`src/rtl/clock_pkg.sv`:
```
// Shared types and constants for the digital clock time-keeping slice.
package clock_pkg;

  typedef enum logic [1:0] {
    ST_RUN     = 2'd0,
    ST_SET_HR  = 2'd1,
    ST_SET_MIN = 2'd2
  } mode_state_e;

  localparam int unsigned DIGITS = 6;

  // DIGIT_BLANK bit positions for the fields that can be set
  localparam int unsigned BLK_HR_T  = 5;
  localparam int unsigned BLK_HR_U  = 4;
  localparam int unsigned BLK_MIN_T = 3;
  localparam int unsigned BLK_MIN_U = 2;

  // Two-digit BCD limits
  localparam logic [7:0] SEC_MAX = 8'h59;
  localparam logic [7:0] MIN_MAX = 8'h59;
  localparam logic [7:0] HR_MAX  = 8'h23;

  typedef struct packed {
    logic [3:0] hr_t;
    logic [3:0] hr_u;
    logic [3:0] min_t;
    logic [3:0] min_u;
    logic [3:0] sec_t;
    logic [3:0] sec_u;
  } bcd_time_t;

  // Increment a two-digit BCD field; bit 8 flags the wrap from vmax to 00.
  function automatic logic [8:0] bcd_inc(input logic [7:0] v, input logic [7:0] vmax);
    logic [8:0] r;
    if (v == vmax)              r = 9'h100;
    else if (v[3:0] == 4'd9)    r = {1'b0, v[7:4] + 4'd1, 4'd0};
    else                        r = {1'b0, v[7:4], v[3:0] + 4'd1};
    return r;
  endfunction

endpackage

```
`src/rtl/tick_prescaler.sv`:
```
// Free-running modulo-N counter with a registered pulse during count N-1.
module tick_prescaler #(
  parameter int unsigned N = 2
) (
  input  logic CLK,
  input  logic CLEAR,
  input  logic HOLD,
  output logic TICK,
  output logic ZERO
);

  localparam int unsigned W = (N > 1) ? $clog2(N) : 1;
  localparam logic [W-1:0] LAST = W'(N - 1);

  logic [W-1:0] count_q, count_d;

  // HOLD parks the counter at zero so the next period starts fresh
  always_comb begin
    count_d = count_q + W'(1);
    if (HOLD || (count_q == LAST)) count_d = '0;
  end

  always_ff @(posedge CLK or posedge CLEAR) begin
    if (CLEAR) begin
      count_q <= '0;
      TICK    <= 1'b0;
    end else begin
      count_q <= count_d;
      TICK    <= !HOLD && (count_d == LAST);
    end
  end

  assign ZERO = (count_q == '0);

endmodule

```
`src/rtl/clock_time_ctrl.sv`:
```
// BCD hh:mm:ss time keeping with RUN/SET_HR/SET_MIN set-mode and field blinking.
// Define CLOCK_12H_EN for 12-hour display with PM flag (counting stays 24-hour).
module clock_time_ctrl
  import clock_pkg::*;
#(
  parameter int unsigned TICKS_PER_SEC = 50000000,
  parameter int unsigned BLINK_HALF    = TICKS_PER_SEC / 2
) (
  input  logic              CLK,
  input  logic              CLEAR,
  input  logic              MODE_BTN,
  input  logic              INC_BTN,
  output logic [3:0]        HR_T,
  output logic [3:0]        HR_U,
  output logic [3:0]        MIN_T,
  output logic [3:0]        MIN_U,
  output logic [3:0]        SEC_T,
  output logic [3:0]        SEC_U,
  output logic [DIGITS-1:0] DIGIT_BLANK,
  output logic [1:0]        MODE_STATE,
  output logic              TICK_1HZ,
  output logic              PM
);

  mode_state_e       state_q, state_d;
  bcd_time_t         time_q, time_d;
  logic              phase_q, phase_d;
  logic [DIGITS-1:0] blank_q, blank_d;
  logic              sec_tick, sec_zero, sec_hold;
  logic              blink_tick, blink_zero, blink_hold;
  logic [8:0]        sec_inc, min_inc, hr_inc;
  logic              unused_zero;

  // Seconds prescaler runs only in RUN; a MODE press restarts it from zero
  assign sec_hold   = (state_q != ST_RUN) || MODE_BTN;
  assign blink_hold = (state_q == ST_RUN) || MODE_BTN;

  tick_prescaler #(.N(TICKS_PER_SEC)) u_sec_prescaler (
    .CLK   (CLK),
    .CLEAR (CLEAR),
    .HOLD  (sec_hold),
    .TICK  (sec_tick),
    .ZERO  (sec_zero)
  );

  tick_prescaler #(.N(BLINK_HALF)) u_blink_prescaler (
    .CLK   (CLK),
    .CLEAR (CLEAR),
    .HOLD  (blink_hold),
    .TICK  (blink_tick),
    .ZERO  (blink_zero)
  );

  assign unused_zero = sec_zero ^ blink_zero;

  assign sec_inc = bcd_inc({time_q.sec_t, time_q.sec_u}, SEC_MAX);
  assign min_inc = bcd_inc({time_q.min_t, time_q.min_u}, MIN_MAX);
  assign hr_inc  = bcd_inc({time_q.hr_t,  time_q.hr_u},  HR_MAX);

  // Next state, next time and blink phase; MODE always beats INC
  always_comb begin
    state_d = state_q;
    time_d  = time_q;
    phase_d = blink_hold ? 1'b0 : (phase_q ^ blink_tick);
    blank_d = '0;
    case (state_q)
      ST_RUN: begin
        if (sec_tick) begin
          {time_d.sec_t, time_d.sec_u} = sec_inc[7:0];
          if (sec_inc[8]) begin
            {time_d.min_t, time_d.min_u} = min_inc[7:0];
            if (min_inc[8]) {time_d.hr_t, time_d.hr_u} = hr_inc[7:0];
          end
        end
        if (MODE_BTN) begin
          state_d      = ST_SET_HR;
          time_d.sec_t = 4'd0;
          time_d.sec_u = 4'd0;
        end
      end
      ST_SET_HR: begin
        if (MODE_BTN)     state_d = ST_SET_MIN;
        else if (INC_BTN) {time_d.hr_t, time_d.hr_u} = hr_inc[7:0];
      end
      ST_SET_MIN: begin
        if (MODE_BTN)     state_d = ST_RUN;
        else if (INC_BTN) {time_d.min_t, time_d.min_u} = min_inc[7:0];
      end
      default: state_d = ST_RUN;
    endcase
    case (state_d)
      ST_SET_HR: begin
        blank_d[BLK_HR_T] = phase_d;
        blank_d[BLK_HR_U] = phase_d;
      end
      ST_SET_MIN: begin
        blank_d[BLK_MIN_T] = phase_d;
        blank_d[BLK_MIN_U] = phase_d;
      end
      default: blank_d = '0;
    endcase
  end

  always_ff @(posedge CLK or posedge CLEAR) begin
    if (CLEAR) begin
      state_q <= ST_RUN;
      time_q  <= '0;
      phase_q <= 1'b0;
      blank_q <= '0;
    end else begin
      state_q <= state_d;
      time_q  <= time_d;
      phase_q <= phase_d;
      blank_q <= blank_d;
    end
  end

  assign MODE_STATE  = state_q;
  assign TICK_1HZ    = sec_tick;
  assign DIGIT_BLANK = blank_q;
  assign MIN_T       = time_q.min_t;
  assign MIN_U       = time_q.min_u;
  assign SEC_T       = time_q.sec_t;
  assign SEC_U       = time_q.sec_u;

`ifdef CLOCK_12H_EN
  logic [4:0] hr_bin, hr12;

  // 0 shows as 12, 13..23 show as 1..11
  assign hr_bin = 5'(time_q.hr_t) * 5'd10 + 5'(time_q.hr_u);

  always_comb begin
    hr12 = hr_bin;
    if (hr_bin == 5'd0)       hr12 = 5'd12;
    else if (hr_bin > 5'd12)  hr12 = hr_bin - 5'd12;
  end

  assign HR_T = (hr12 >= 5'd10) ? 4'd1 : 4'd0;
  assign HR_U = (hr12 >= 5'd10) ? 4'(hr12 - 5'd10) : 4'(hr12);
  assign PM   = (hr_bin >= 5'd12);
`else
  assign HR_T = time_q.hr_t;
  assign HR_U = time_q.hr_u;
  assign PM   = 1'b0;
`endif

endmodule

```
`config.mk`:
```
export PLATFORM = sky130hd
export DESIGN_NAME = clock_time_ctrl
export DESIGN_NICKNAME = d
export VERILOG_FILES = /design/src/rtl/clock_pkg.sv /design/src/rtl/tick_prescaler.sv /design/src/rtl/clock_time_ctrl.sv
export SDC_FILE = /design/constraint.sdc
export NUM_CORES = 1
export LEC_CHECK = 0
export ABC_AREA = 0
export CAP_MARGIN = 10
export CORE_MARGIN = 2
export CORE_UTILIZATION = 44
export CTS_CLUSTER_SIZE = 40
export DETAILED_ROUTE_END_ITERATION = 10
export PLACE_DENSITY = 0.59
export SYNTH_ARGS = -nofsm -noshare
export SYNTH_HDL_FRONTEND = slang
export SYNTH_SLANG_ARGS = --single-unit
```
`constraint.sdc`:
```
create_clock -name CLK -period 4.8 [get_ports CLK]
set_input_delay 0.72 -clock CLK [delete_from_list [all_inputs] [get_ports CLK]]
set_output_delay 0.72 -clock CLK [all_outputs]
set_load 0.01 [all_outputs]
```
==> qor.csv <==
stage;metric;value;unit
status;outcome;finished, final reports clean;
timing;Worst Tran Pin Value;1020;ps
final_layout;NumNets Final;545;
clock_network;TritonCTS Sinks;82;
timing;Worst Clk Skew;10.1;ps
place;PortBufs;34;
routing;drt wl/cell;13.9;µm
yosys;most frequent cell after synthesis;dfrtp_1;
clock_network;H-Tree Depth;3;
timing;setup violators final;0;
clock_network;# resized after CTS;0;
timing;relative slew slack;0.321;
yosys;ranking of synthesized cells by area;dfrtp_1 (45%), nor2_1 (6.4%), xnor2_1 (6.1%);
clock_network;worst skew pair latency;360;ps
worst_setup_path;crit start category;input pin;
clock_network;number of buffers created by CTS;9;
power_and_ir_drop;Reg power frac;0.471;
timing;Pins Over Slew Limit;0;
power_and_ir_drop;Power Dens Cells;357;nW/µm²
routing;Vias per Instance;5.32;
power_and_ir_drop;Clk network pwr share;0.285;
power_and_ir_drop;Leakage;2.11;nW
floorplan;die area;11300;µm²
global_routing;grt total ovfl;0;
floorplan;num rows;37;
worst_setup_path;Reg-to-Reg Start;u_sec_prescaler.count_q[0];
yosys;dominant cell type by area after synthesis;dfrtp_1;
yosys;Primary FF master, synth;dfrtp_1;
routing;Antenna Nets Post-Route;0;
worst_setup_path;R2R setup slack;2320;ps
floorplan;Die Ht;106;µm
power_and_ir_drop;sw power;610;µW
routing;WL met3;314;µm
clock_network;CTS tree;done;
worst_setup_path;WS Path Type;in -> reg;
timing;setup TNS;0;ps
yosys;Yosys cell types;57;
yosys;flop and latch count out of synthesis;82;
clock_network;CTS Buffer Depth;2;
yosys;sequential area share after synthesis;0.447;
clock_network;Clock Root Buffer;clkbuf_8;
worst_setup_path;R2R depth;6;
global_routing;Total Routing Usage GR;0.181;
worst_setup_path;Setup crit end kind;flop;
clock_network;Clock transition at path regs;80;ps
global_routing;initial antenna violation count;0;
power_and_ir_drop;P_int;1.25;mW
floorplan;Initial Utilization;0.449;
final_layout;layout filler cell count;981;
worst_setup_path;FF-to-FF End;u_sec_prescaler.TICK;
clock_network;Setup Buffers After CTS;0;
worst_setup_path;worst path arrival time;3190;ps
final_layout;share of layout cells above drive strength 1;0.0526;
floorplan;area of the core;10200;µm²
timing;Final min period;2890;ps
global_routing;global-route wire length before repair;16.5;mm
timing;unrepaired setup endpoints after global routing;false;
routing;max layer used;met4;
floorplan;die width;106;µm
routing;total number of vias;3554;
global_routing;largest net degree at the start of global routing;62;
yosys;Post-synth ARST share;1.00;
min_path;Hold Crit Class;reg -> reg;
timing;f_max;346;MHz
yosys;number of synthesized flops with an enable pin;0;
yosys;top cells by count, synth;dfrtp_1 (82), nor2_1 (78), nand2_1 (47);
routing;metal1 wirelength;4.78;mm
yosys;Synth Cell Area;4590;µm²
place;placer congestion estimate;0.810;
routing;# DRC;0;
timing;fin crit share;0.603;
final_layout;fin util;0.510;
floorplan;IO Pins;38;
power_and_ir_drop;Combinational Power Share;0.244;
worst_setup_path;Worst EP required;5100;ps
final_layout;ant diodes;0;
final_layout;Layout area overhead;13.6;%
timing;Final Hold Viols;0;
yosys;post-synth top area share;0.447;
min_path;worst hold path depth;1;
clock_network;Post-CTS Hold Buffers;0;
place;dpl hpwl;6.56;mm
min_path;hold endpoint;u_sec_prescaler.count_q[0];
routing;Initial DRT Pass Iterations;4;
worst_setup_path;crit path max fanout;14;
yosys;Yosys warning count;0;
yosys;Mean Syn Cell Area;9.14;µm²
power_and_ir_drop;sw frac;0.328;
routing;drt first-iter violations;168;
flow_run;maxcap violations;0;
yosys;post-synthesis instance total;502;
power_and_ir_drop;Peak VDD IR;0.150;mV
routing;Met2 Wirelength;4.04;mm
min_path;HP Start;u_sec_prescaler.count_q[0];
global_routing;vias in the first global route;3490;
routing;Routed WL;9.27;mm
## flip-flops by register name, summed over array words and instances, names as in the netlist
register                   flops
DIGIT_BLANK                    2
HR_T                           4
HR_U                           4
MIN_T                          4
MIN_U                          4
MODE_STATE                     2
SEC_T                          4
SEC_U                          4
phase_q                        1
u_blink_prescaler.TICK         1
u_blink_prescaler.count_q     25
u_sec_prescaler.TICK           1
u_sec_prescaler.count_q       26
## logic make-up (layout without fill, tap and decap cells)
| family | after synthesis | count (layout) | share of synthesized area |
|---|---|---|---|
| AO/OA/AOI/OAI | 53 | 53 | 0.0712 |
| multiplexers | 7 | 7 | 0.0164 |
| flip-flops | 82 | 82 | 0.447 |
| buffers and inverters | 39 | 67 | 0.0384 |
| other | 1 | 3 | 0.000817 |
| XOR/XNOR | 51 | 51 | 0.101 |
| AND/OR/NAND/NOR | 255 | 255 | 0.287 |
| adder cells (fa/ha/maj) | 14 | 14 | 0.0382 |
## per-layer routing
layer  vias to the layer above  global-route usage
met5                         -                   0
met4                         0              0.0714
met3                        14              0.0349
met2                        64               0.268
met1                      1679               0.260
li1                       1797                   -
## power by group through the flow
stage	Sequential (mW)	Combinational (mW)	Clock (mW)
finish	0.877	0.455	0.530
global route	0.900	0.515	0.579
CTS	0.878	0.464	0.546
detailed placement	0.892	0.462	0
global placement	0.887	0.449	0
floorplan	0.889	0.258	0
## worst max-delay path, cell delays in order
cell             delay, ps
clkdlybuf4s50_1        650
or3_2                  630
or4b_1                 540
a2111oi_0              410
and4_1                 240
## per-stage QoR
step	area [µm²]	setup WS, ps	total power [mW]	std cells	hold WS, ps
2_1_floorplan	4600	1970	1.15	504	469
3_3_place_gp	5000	1620	1.34	652	497
3_5_place_dp	5000	1550	1.35	652	508
4_1_cts	5210	1920	1.89	668	518
5_1_grt	5210	1770	1.99	668	545
6_report	5210	1910	1.86	668	514
## layout make-up
type | count | area [µm²] | share of cell area
clock buffer | 11 | 151 | 0.0290
timing repair buffer | 35 | 348 | 0.0667
clock inverter | 5 | 62.6 | 0.0120
sequential | 82 | 2050 | 0.394
multi-input combinational | 383 | 2370 | 0.454
inverter | 16 | 61.3 | 0.0118
tap | 136 | 170 | 0.0326
## worst max path at each step
stage | start | to | slack, ps | depth (start not counted)
floorplan | CLEAR | DIGIT_BLANK[3] | 1970 | 1
global placement | MODE_BTN | u_sec_prescaler.TICK | 1620 | 6
detailed placement | MODE_BTN | u_sec_prescaler.TICK | 1550 | 6
CTS | MODE_BTN | u_sec_prescaler.TICK | 1920 | 6
global route | MODE_BTN | u_sec_prescaler.TICK | 1770 | 6
finish | MODE_BTN | u_sec_prescaler.TICK | 1910 | 5
## layout by cell type (no fill, tap or decap), drive strengths merged, types with 3 or more instances in the layout
cell           netlist  routed
and3                10      10
clkdlybuf4s50        0      34
nor3                15      15
a21o                 3       3
mux2i                3       3
or3                  6       6
mux2                 4       4
nor4                11      11
nor2                78      78
o31ai                5       5
dfrtp               82      82
xnor2               32      32
o21ai               23      23
nand3               26      26
ha                  14      14
clkinv               1       4
nand2b               8       8
nand4               14      14
nand3b               6       6
a21oi               10      10
nor2b                6       6
conb                 1       3
nor4b                4       4
inv                 15      14
and4                11      11
nand2               47      47
xor2                19      19
clkbuf              10      11
(Power assumes the default switching activity.)
